## config.mk

```make
export PLATFORM = sky130hd
export DESIGN_NAME = controlador_acesso
export DESIGN_NICKNAME = d
export VERILOG_FILES = /design/src/rtl/controlador_acesso.sv
export SDC_FILE = /design/constraint.sdc
export NUM_CORES = 1
export LEC_CHECK = 0
export ABC_CLOCK_PERIOD_IN_PS = 2100
export CAP_MARGIN = 20
export CORE_MARGIN = 2
export CORE_UTILIZATION = 51
export CTS_CLUSTER_SIZE = 25
export DETAILED_ROUTE_END_ITERATION = 7
export PLACE_DENSITY = 0.88
export SETUP_SLACK_MARGIN = 0.15
export SLEW_MARGIN = 5
export SYNTH_ARGS = -nofsm -noshare
export SYNTH_HDL_FRONTEND = slang
export SYNTH_SLANG_ARGS = --single-unit
export TNS_END_PERCENT = 20
```

## constraint.sdc

```tcl
create_clock -name clk -period 2.1 [get_ports clk]
set_clock_uncertainty 0.2 [all_clocks]
set_input_delay 0.21 -clock clk [delete_from_list [all_inputs] [get_ports clk]]
set_output_delay 0.21 -clock clk [all_outputs]
set_load 0.02 [all_outputs]
```

## src/rtl/controlador_acesso.sv

```systemverilog
// Access transaction controller: checks a snapshotted permission vector,
// opens a timed grant window or rejects, and locks out after repeated misses.
module controlador_acesso #(
  parameter int GRANT_CYCLES = 4,
  parameter int MAX_FAILS    = 3,
  parameter int LOCK_CYCLES  = 8
) (
  input  logic       clk,
  input  logic       rst,
  input  logic       req,
  input  logic [2:0] recurso,
  input  logic [0:6] permissoes,
  output logic       grant,
  output logic       deny,
  output logic       locked,
  output logic       busy,
  output logic [3:0] fail_count
);

  localparam int TMAX = (GRANT_CYCLES > LOCK_CYCLES) ?
                        GRANT_CYCLES : LOCK_CYCLES;
  localparam int TW   = $clog2(TMAX + 1);

  typedef enum logic [2:0] {
    IDLE, CHECK, GRANT, DENY, LOCK
  } state_t;

  state_t          state, state_nx;
  logic [TW-1:0]   timer, timer_nx;
  logic [3:0]      fails_nx;
  logic [2:0]      snap_rec, snap_rec_nx;
  logic [0:6]      snap_perm, snap_perm_nx;
  logic [7:0]      perm_ext;
  logic            hit;

  // Index 7 maps to a hard zero so an invalid resource is always a miss
  always_comb begin
    perm_ext = '0;
    for (int i = 0; i < 7; i++) perm_ext[i] = snap_perm[i];
  end

  assign hit = perm_ext[snap_rec];

  always_ff @(posedge clk) begin
    if (rst) begin
      state      <= IDLE;
      timer      <= '0;
      fail_count <= '0;
      snap_rec   <= '0;
      snap_perm  <= '0;
    end else begin
      state      <= state_nx;
      timer      <= timer_nx;
      fail_count <= fails_nx;
      snap_rec   <= snap_rec_nx;
      snap_perm  <= snap_perm_nx;
    end
  end

  always_comb begin
    state_nx     = state;
    timer_nx     = timer;
    fails_nx     = fail_count;
    snap_rec_nx  = snap_rec;
    snap_perm_nx = snap_perm;
    unique case (state)
      IDLE: begin
        if (req) begin
          snap_rec_nx  = recurso;
          snap_perm_nx = permissoes;
          state_nx     = CHECK;
        end
      end
      CHECK: begin
        if (hit) begin
          fails_nx = '0;
          timer_nx = TW'(GRANT_CYCLES);
          state_nx = GRANT;
        end else begin
          fails_nx = fail_count + 4'd1;
          if (fails_nx == 4'(MAX_FAILS)) begin
            timer_nx = TW'(LOCK_CYCLES);
            state_nx = LOCK;
          end else begin
            state_nx = DENY;
          end
        end
      end
      GRANT: begin
        if (timer == TW'(1)) state_nx = IDLE;
        else timer_nx = timer - TW'(1);
      end
      DENY: state_nx = IDLE;
      LOCK: begin
        if (timer == TW'(1)) begin
          fails_nx = '0;
          state_nx = IDLE;
        end else begin
          timer_nx = timer - TW'(1);
        end
      end
      default: state_nx = IDLE;
    endcase
  end

  // Timer still holds its load value only during the first LOCK cycle
  assign grant  = (state == GRANT);
  assign locked = (state == LOCK);
  assign busy   = (state != IDLE);
  assign deny   = (state == DENY) ||
                  ((state == LOCK) && (timer == TW'(LOCK_CYCLES)));

endmodule
```

==> impl_metrics.json <==
{
  "clockBufferDepth": 2,
  "yosys_warnings": 0,
  "min-delay-path-class": "input pin to flip-flop",
  "nFillCells": 175,
  "cts.sinks": 21,
  "path_class": "flip-flop to flip-flop",
  "status": "complete, no violations",
  "synth.distinct_cells": 43,
  "clk_latency_ns": 0.30,
  "drtPass1Iterations": 4,
  "synth_top_area_share_pct": 36.1,
  "drt_iter0_drc": 28,
  "final_nets": 179,
  "timing.final.crit_period_ns": 2.01,
  "crit_chain": "inv_1, ha_1, nor3b_1, nor3_2, nor2_2, a2111o_1, o31ai_1",
  "synth_cells": 135,
  "syn-num-nets": 153,
  "max-cap-violations": 0,
  "hpwl_mm": 1.81,
  "grt_pass1_vias": 970,
  "start_util_pct": 53.2,
  "maxSlewViolCount": 0,
  "crit_required_ns": 2.11,
  "wl_per_cell_um": 13.9,
  "synth.largest_area_cell": "dfxtp_1",
  "clk_pin_slew_worst_paths_ns": 0.12,
  "route.detailed.drc": 0,
  "core_area_um2": 2190,
  "whs_ns": 0.240,
  "die_w_um": 51.8,
  "post-place-cells": 182,
  "holdPathStages": 3,
  "path_max_fanout": 6,
  "io_pins": 21,
  "grt_max_degree": 14,
  "syn_area_um2": 1160,
  "hold_violations": 0,
  "syn_to_final_growth_pct": 25.7,
  "avgSynthCellArea_um2": 8.63,
  "max_stage_delay_ns": 0.40,
  "gp_congestion": 0.808,
  "row_count": 17,
  "slowest_stage": "a2111o_1",
  "ys_ff_latch": 21,
  "grt_pass1_wl_mm": 4.13,
  "cts_tree": "done",
  "leakage_nw": 0.570,
  "dp_slack_ns": 0.106,
  "final_core_util_pct": 66.8,
  "io_buffer_count": 20,
  "final_cells": 188,
  "rsz0062_at_grt": "yes",
  "postRouteAntennaNets": 0,
  "worstMarginPinSlew_ns": 0.451,
  "r2r_cells": 7,
  "powerDensity_nw_per_um2": 632,
  "numCtsBuffers": 3,
  "antenna_found_initial": 0,
  "final_layout_size_suffix_gt1_share_pct": 15.6,
  "fmax_mhz": 498,
  "worst_setup_path_start_kind": "flip-flop",
  "cts-root-buf": "clkbuf_4",
  "routed_wl_mm": 2.62,
  "overflow": 0,
  "die_area_um2": 2680,
  "viasPerCell": 5.73,
  "irDropWorstVdd_mv": 0.499,
  "vias": 1077,
  "setup_slack_ns": 0.0925,
  "netlist_top_cells_area": "dfxtp_1 36%, nand2_1 9.0%, a21oi_1 7.7%",
  "seq_area_frac_synth_pct": 36.1,
  "maxSlewHeadroom_pct": 69.8,
  "post-route-period-util_pct": 95.6,
  "die_h_um": 51.8,
  "end_kind": "flip-flop",
  "diodes": 0,
  "crit_arrival_ns": 2.02,
  "grt.total_usage_pct": 20.4,
  "cts_htree_levels": 1,
  "setup_violations": 0
}
[metal layers]
layer | GRT usage [%] | share of wire (%) | vias to the layer above
met5 | 0 | 0 | -
met4 | 7.89 | 1.3 | 0
met3 | 2.87 | 4.0 | 5
met2 | 34.6 | 50 | 28
met1 | 26.2 | 44 | 506
li1 | - | - | 538
[worst max-delay path, delay by kind of cell (launching register included)]
kind,cells,cell delay (ns)
fa+ha+maj,1,0.18
compound gates,2,0.48
flops,1,0.36
simple gates,3,0.62
buf+inv,1,0.08
[power by group]
part	internal (mW)	leakage, nW	switching [mW]
sequential	0.430	0.173	0.0353
clock	0.0711	0.0177	0.127
combinational	0.126	0.379	0.136
total	0.627	0.570	0.299
[area by class of cell]
type / instances / area (um^2) / area share (%)
inverter: 6 / 22.5 / 1.54
timing repair buffer: 25 / 238 / 16.2
multi-input combinational: 104 / 717 / 49.0
sequential: 21 / 424 / 29.0
clock inverter: 1 / 5.00 / 0.342
tap: 28 / 35.0 / 2.39
clock buffer: 3 / 22.5 / 1.54
[path summary, 6_finish.rpt]
kind,to,slack [ns],from
max,timer[2],0.09,timer[1]
max reg2reg,timer[2],0.09,timer[1]
min,snap_perm[5],0.24,permissoes[5]
min reg2reg,snap_perm[3],0.27,snap_perm[3]
[synthesized netlist by cell type]
library cell  instances
a21o_1                1
or3_1                 2
nor3b_4               1
a41oi_1               2
nand3_1               1
o22ai_1               2
nor2b_1               1
buf_6                 1
a21bo_2               2
nor3_1                2
a22oi_2               1
a41o_1                2
nor2_1                5
and3b_2               1
xor2_1                1
ha_1                  5
o211ai_1              1
a2bb2oi_1             1
a211oi_1              1
a22oi_1               1
a21boi_4              1
and2_1                1
a21oi_1              18
a31oi_1               1
clkbuf_1              2
o32ai_1               1
inv_1                 6
nand2_1              28
xnor2_1               1
dfxtp_1              21
mux2i_1               6
nor2_2                1
nor3_2                1
nand3b_1              1
a2111o_1              1
a311oi_1              2
nor3b_1               3
clkbuf_8              1
or2_0                 1
nor4b_1               1
nand2b_1              1
or4_1                 1
o31ai_1               1
[through the flow]
stage / TNS [ns] / instance area, um^2 / power (mW)
2_1_floorplan: 0 / 1170 / 0.644
3_3_place_gp: 0 / 1400 / 0.715
3_5_place_dp: 0 / 1400 / 0.722
4_1_cts: 0 / 1420 / 0.914
5_1_grt: -0.00445 / 1460 / 0.973
6_report: 0 / 1460 / 0.926
[what timing repair did]
item,4_1_cts,5_1_grt
pin swaps,0,1
gates resized for setup,3,7
setup endpoints to repair,7,9
hold buffers,0,0
setup buffers,0,2
[sequential cells by signal, summed over array words and instances (netlist names)]
register    count
snap_rec        3
fail_count      4
snap_perm       7
state           3
timer           4
[cells in the final DEF, fill, tap and decap left out, types with 2 or more instances in the layout]
cell,instances
ha_1,5
dfxtp_2,3
buf_4,5
o22ai_1,2
clkbuf_4,3
mux2i_1,6
a21oi_1,17
nor2_1,5
or3_1,2
nand2_1,28
nor3_2,2
clkdlybuf4s50_1,17
inv_1,6
a41o_1,2
a311oi_1,2
dfxtp_1,18
dlygate4sd2_1,2
a21bo_2,2
nor3b_1,2
[cell families (layout without fill, tap and decap cells)]
group	count (synthesis)	in the layout	synth area share [%]
XOR/XNOR	2	2	1.50
flip-flops	21	21	36.1
AO/OA/AOI/OAI	39	39	24.2
adder cells (fa/ha/maj)	5	5	5.37
buffers and inverters	10	35	4.73
multiplexers	6	6	5.16
AND/OR/NAND/NOR	52	52	23.0
(Power assumes the default switching activity.)
==> patch 1, RTL diff (config.mk and constraints unchanged) <==
The parameter `GRANT_CYCLES` goes from 4 to 2.
--- a/src/rtl/controlador_acesso.sv
+++ b/src/rtl/controlador_acesso.sv
@@ -3,3 +3,3 @@
 module controlador_acesso #(
-  parameter int GRANT_CYCLES = 4,
+  parameter int GRANT_CYCLES = 2,
   parameter int MAX_FAILS    = 3,
Function: changed (a bounded check fails within 10 cycles, from zero or initial values and one cycle with rst high).
==> patch 1 against the original RTL <==
Sequential power rose by 4.7%. Combinational power grew 33%. Total power up 12%. Sequential cell count unchanged. Cell area rose by 9.1%. Count of clock-buffer cells in the layout did not move. Register-to-register slack improved by 0.13 ns. Fmax grew 5.5%. Area after synthesis increased by 7.0%. Non-clock buffer count is 5 higher. First-iteration DRC count grew 64%. Setup slack gained 0.11 ns. Wire length increased by 14%. Largest power group unchanged. Highest routed layer unchanged.
==> patch 1: results (changes against the original RTL) <==
* Final Non-Filler Cells at 196 (+4.3%)
* Area after DPL at 0.00148 mm² (+6.0%)
* Largest net degree at the start of global routing at 13 (-1)
* WL per Instance at 15.2 µm (+9.3%)
* Combinational group share of total power at 33.8% (+5.4 points)
* Sw Ratio at 35.7% (+3.4 points)
* Status: completed
* Synth Area in Adders at 5.02% (-0.35 points)
* Peak VDD IR at 484 µV (-3.0%)
* Data arrival, critical path at 1.49 ns (-0.53 ns)
* Syn Area/Cell at 8.90 µm² (+3.2%)
* Compound-Gate Fraction of Synth Area at 26.6% (+2.4 points)
* First-pass iteration count of the detailed router at 5 (+1)
* Nets@finish at 187 (+4.5%)
* Hold wc startpoint: recurso[2]
* RR Startpoint: fail_count[1]
* Share of layout cells above drive strength 1 at 24.4% (+8.8 points)
* DR WL met2 at 1.43 mm (+8.7%)
* Pleak at 0.610 nW (+7.0%)
* Dpl hpwl at 2.07 mm (+15%)
* Fill count at 162 (-7.4%)
* Gp weighted congestion at 0.870 (+7.6%)
* Vias in the first global route at 1079 (+11%)
* Syn nets at 158 (+3.3%)
* Mux contribution to synthesized area at 5.22% (+0.065 points)
* Met3 wire length at 140 µm (+32%)
-- patch 1: changes by cell type in the layout (fill, tap and decap cells not counted), moves of 3 or more --
cell,delta
dfxtp_4,+3
nor2_1,+3
mux2i_1,-5
buf_4,+5
-- patch 1: cells by family (layout without fill, tap and decap cells) --
group,after synthesis,after routing
xor+xnor,1,1
compound gates,40,40
buf+inv,12,40
fa+ha+maj,5,5
flops,21,21
simple gates,57,57
mux,4,4
-- patch 1: final timing paths --
kind | endpoint | depth (start not counted)
worst max-delay path | deny | 5
worst min-delay path | snap_rec[2] | 3
worst min register to register | snap_perm[3] | 2
worst max register to register | timer[2] | 6
-- patch 1: worst max-delay path: stages (launching register included) --
cell and delay (ns):
dfxtp_1 0.44, inv_1 0.10, ha_1 0.20, nand4b_1 0.09, nand2_1 0.05, dlygate4sd2_1 0.31
-- patch 1: repair_timing --
item | CTS | global route
pin swaps | 0 | 3
gates resized for setup | 9 | 11
setup buffers | 0 | 6
endpoints found under the setup margin | 9 | 10
-- patch 1: area by class of cell --
cell class                      instances  area share, %
Clock buffer                            3           1.41
Clock inverter                          1          0.313
Inverter                                6           1.41
Multi-Input combinational cell        107           50.6
Sequential cell                        21           27.2
Tap cell                               28           2.19
Timing Repair Buffer                   30           16.9
-- patch 1: per-stage QoR --
step | util (%) | power, mW | worst slack [ns]
after CTS | 67.0 | 0.996 | 0.151
final | 70.9 | 1.04 | 0.198
after detailed placement | 65.6 | 0.802 | 0.163
after global routing | 70.9 | 1.09 | 0.117
after floorplan | - | 0.712 | 0.204
after global placement | 65.6 | 0.791 | 0.205
-- patch 1: layer usage --
layer / vias up / global-route usage, %
met5: - / 0
met4: 0 / 10.7
met3: 9 / 3.11
met2: 44 / 37.9
met1: 539 / 28.3
li1: 562 / -
==> patch 2, RTL diff (same settings) <==
Made on the original files. Make the reset (`rst`) asynchronous in one clocked block.
--- a/src/rtl/controlador_acesso.sv
+++ b/src/rtl/controlador_acesso.sv
@@ -43,3 +43,3 @@
 
-  always_ff @(posedge clk) begin
+  always_ff @(posedge clk or posedge rst) begin
     if (rst) begin
Formal check against the unedited RTL: differs if rst is asserted again (counterexample within 4 cycles, from zero or initial values and one cycle with rst high); with rst held inactive, the same outputs for 10 cycles.
==> patch 2 against the original RTL <==
Register-to-register slack improved by 0.08 ns. Highest routed layer unchanged. Area after synthesis up 3.2%. Setup slack better by 0.057 ns. Critical path type is now flop to primary output. Wire length shrank 1.6%. Sequential cell count unchanged. Cell area is 5.8% higher. Via count down 11%. Sequential share of layout area grew 5.4 points.
Power is not compared: it rests on default switching activity, and its combinational part moved more than twofold at a synthesized area within 25%.
==> patch 2: results (changes against the original RTL) <==
* Routed metal-1 wirelength at 1.15 mm (-0.86%)
* Share of layout cells above drive strength 1 at 25.9% (+10 points)
* DR WL met2 at 1.24 mm (-5.9%)
* Final WL at 2.58 mm (-1.6%)
* Post-synthesis sequential area ratio at 43.7% (+7.6 points)
* Global-route met2 utilization at 30.6% (-4.0 points)
* Cell variety after synth at 41 (-4.7%)
* Vias in the first global route at 883 (-9.0%)
* Syn nets at 130 (-15%)
* Reg2reg end: state[0]
* Met3 wire length at 114 µm (+7.5%)
* Area after DPL at 0.00145 mm² (+3.8%)
* Slew @ Worst Pin at 0.466 ns (+0.0148 ns)
* CP max-delay cell: dfrtp_2
* Mux contribution to synthesized area at 13.1% (+8.0 points)
* XOR/XNOR Fraction of Synth Area at 0.728% (-0.78 points)
* Placement Setup Slack at 0.134 ns (+0.0277 ns)
* Met3 GRT Util at 3.71% (+0.84 points)
* CP startpoint: state[0]
* DR iter-0 viols at 31 (+11%)
* Status: completed
* Compound-Gate Fraction of Synth Area at 18.1% (-6.1 points)
* Gp weighted congestion at 0.841 (+4.1%)
* Overall power at roughly 2.2 mW
* Met1 Track Usage GR at 27.0% (+0.84 points)
* First-pass GRT wire length at 4.02 mm (-2.9%)
* Max Fanout on Critical Path at 10 (+4)
* Synth cell count leaders: dfrtp_1 (21), inv_1 (8), nand2_1 (8), o21ai_0 (8), a21oi_1 (6)
* GRT Resource Usage Total at 19.8% (-0.61 points)
* Worst R2R Setup Slack at 0.17 ns (+0.08 ns)
* Dpl hpwl at 1.74 mm (-3.7%)
* Clk Latency, worst-skew pair at 0.32 ns (+0.02 ns)
* Setup ws final at 0.150 ns (+0.0572 ns)
[patch 2: cell types whose count changed after synthesis, moves of 3 or more]
cell	unedited run	this run
dfrtp_1	0	21
dfxtp_1	21	0
nand2_1	28	8
a21oi_1	18	6
o21ai_0	0	8
mux2_1	0	5
mux2_2	0	5
mux2i_1	6	3
[patch 2: per-stage QoR]
stage                     hold WS (ns)  std cells
after floorplan                -0.0136        112
after global placement           0.270        159
after detailed placement         0.283        159
after CTS                       0.0452        163
after global routing            0.0850        167
final                           0.0307        167
[patch 2: tightest hold or removal path, cell delays in order]
cell             delay (ns)
clkdlybuf4s50_1        0.41
inv_1                  0.06
buf_4                  0.27
[patch 2: layout make-up]
cell class              instances  area, µm²
clock buffers                   3       22.5
clock inverters                 1       7.51
fillers                       161        663
inverters                       8       30.0
multi-input cells              80        684
flip-flops and latches         21        532
well taps                      28       35.0
repair buffers                 26        238
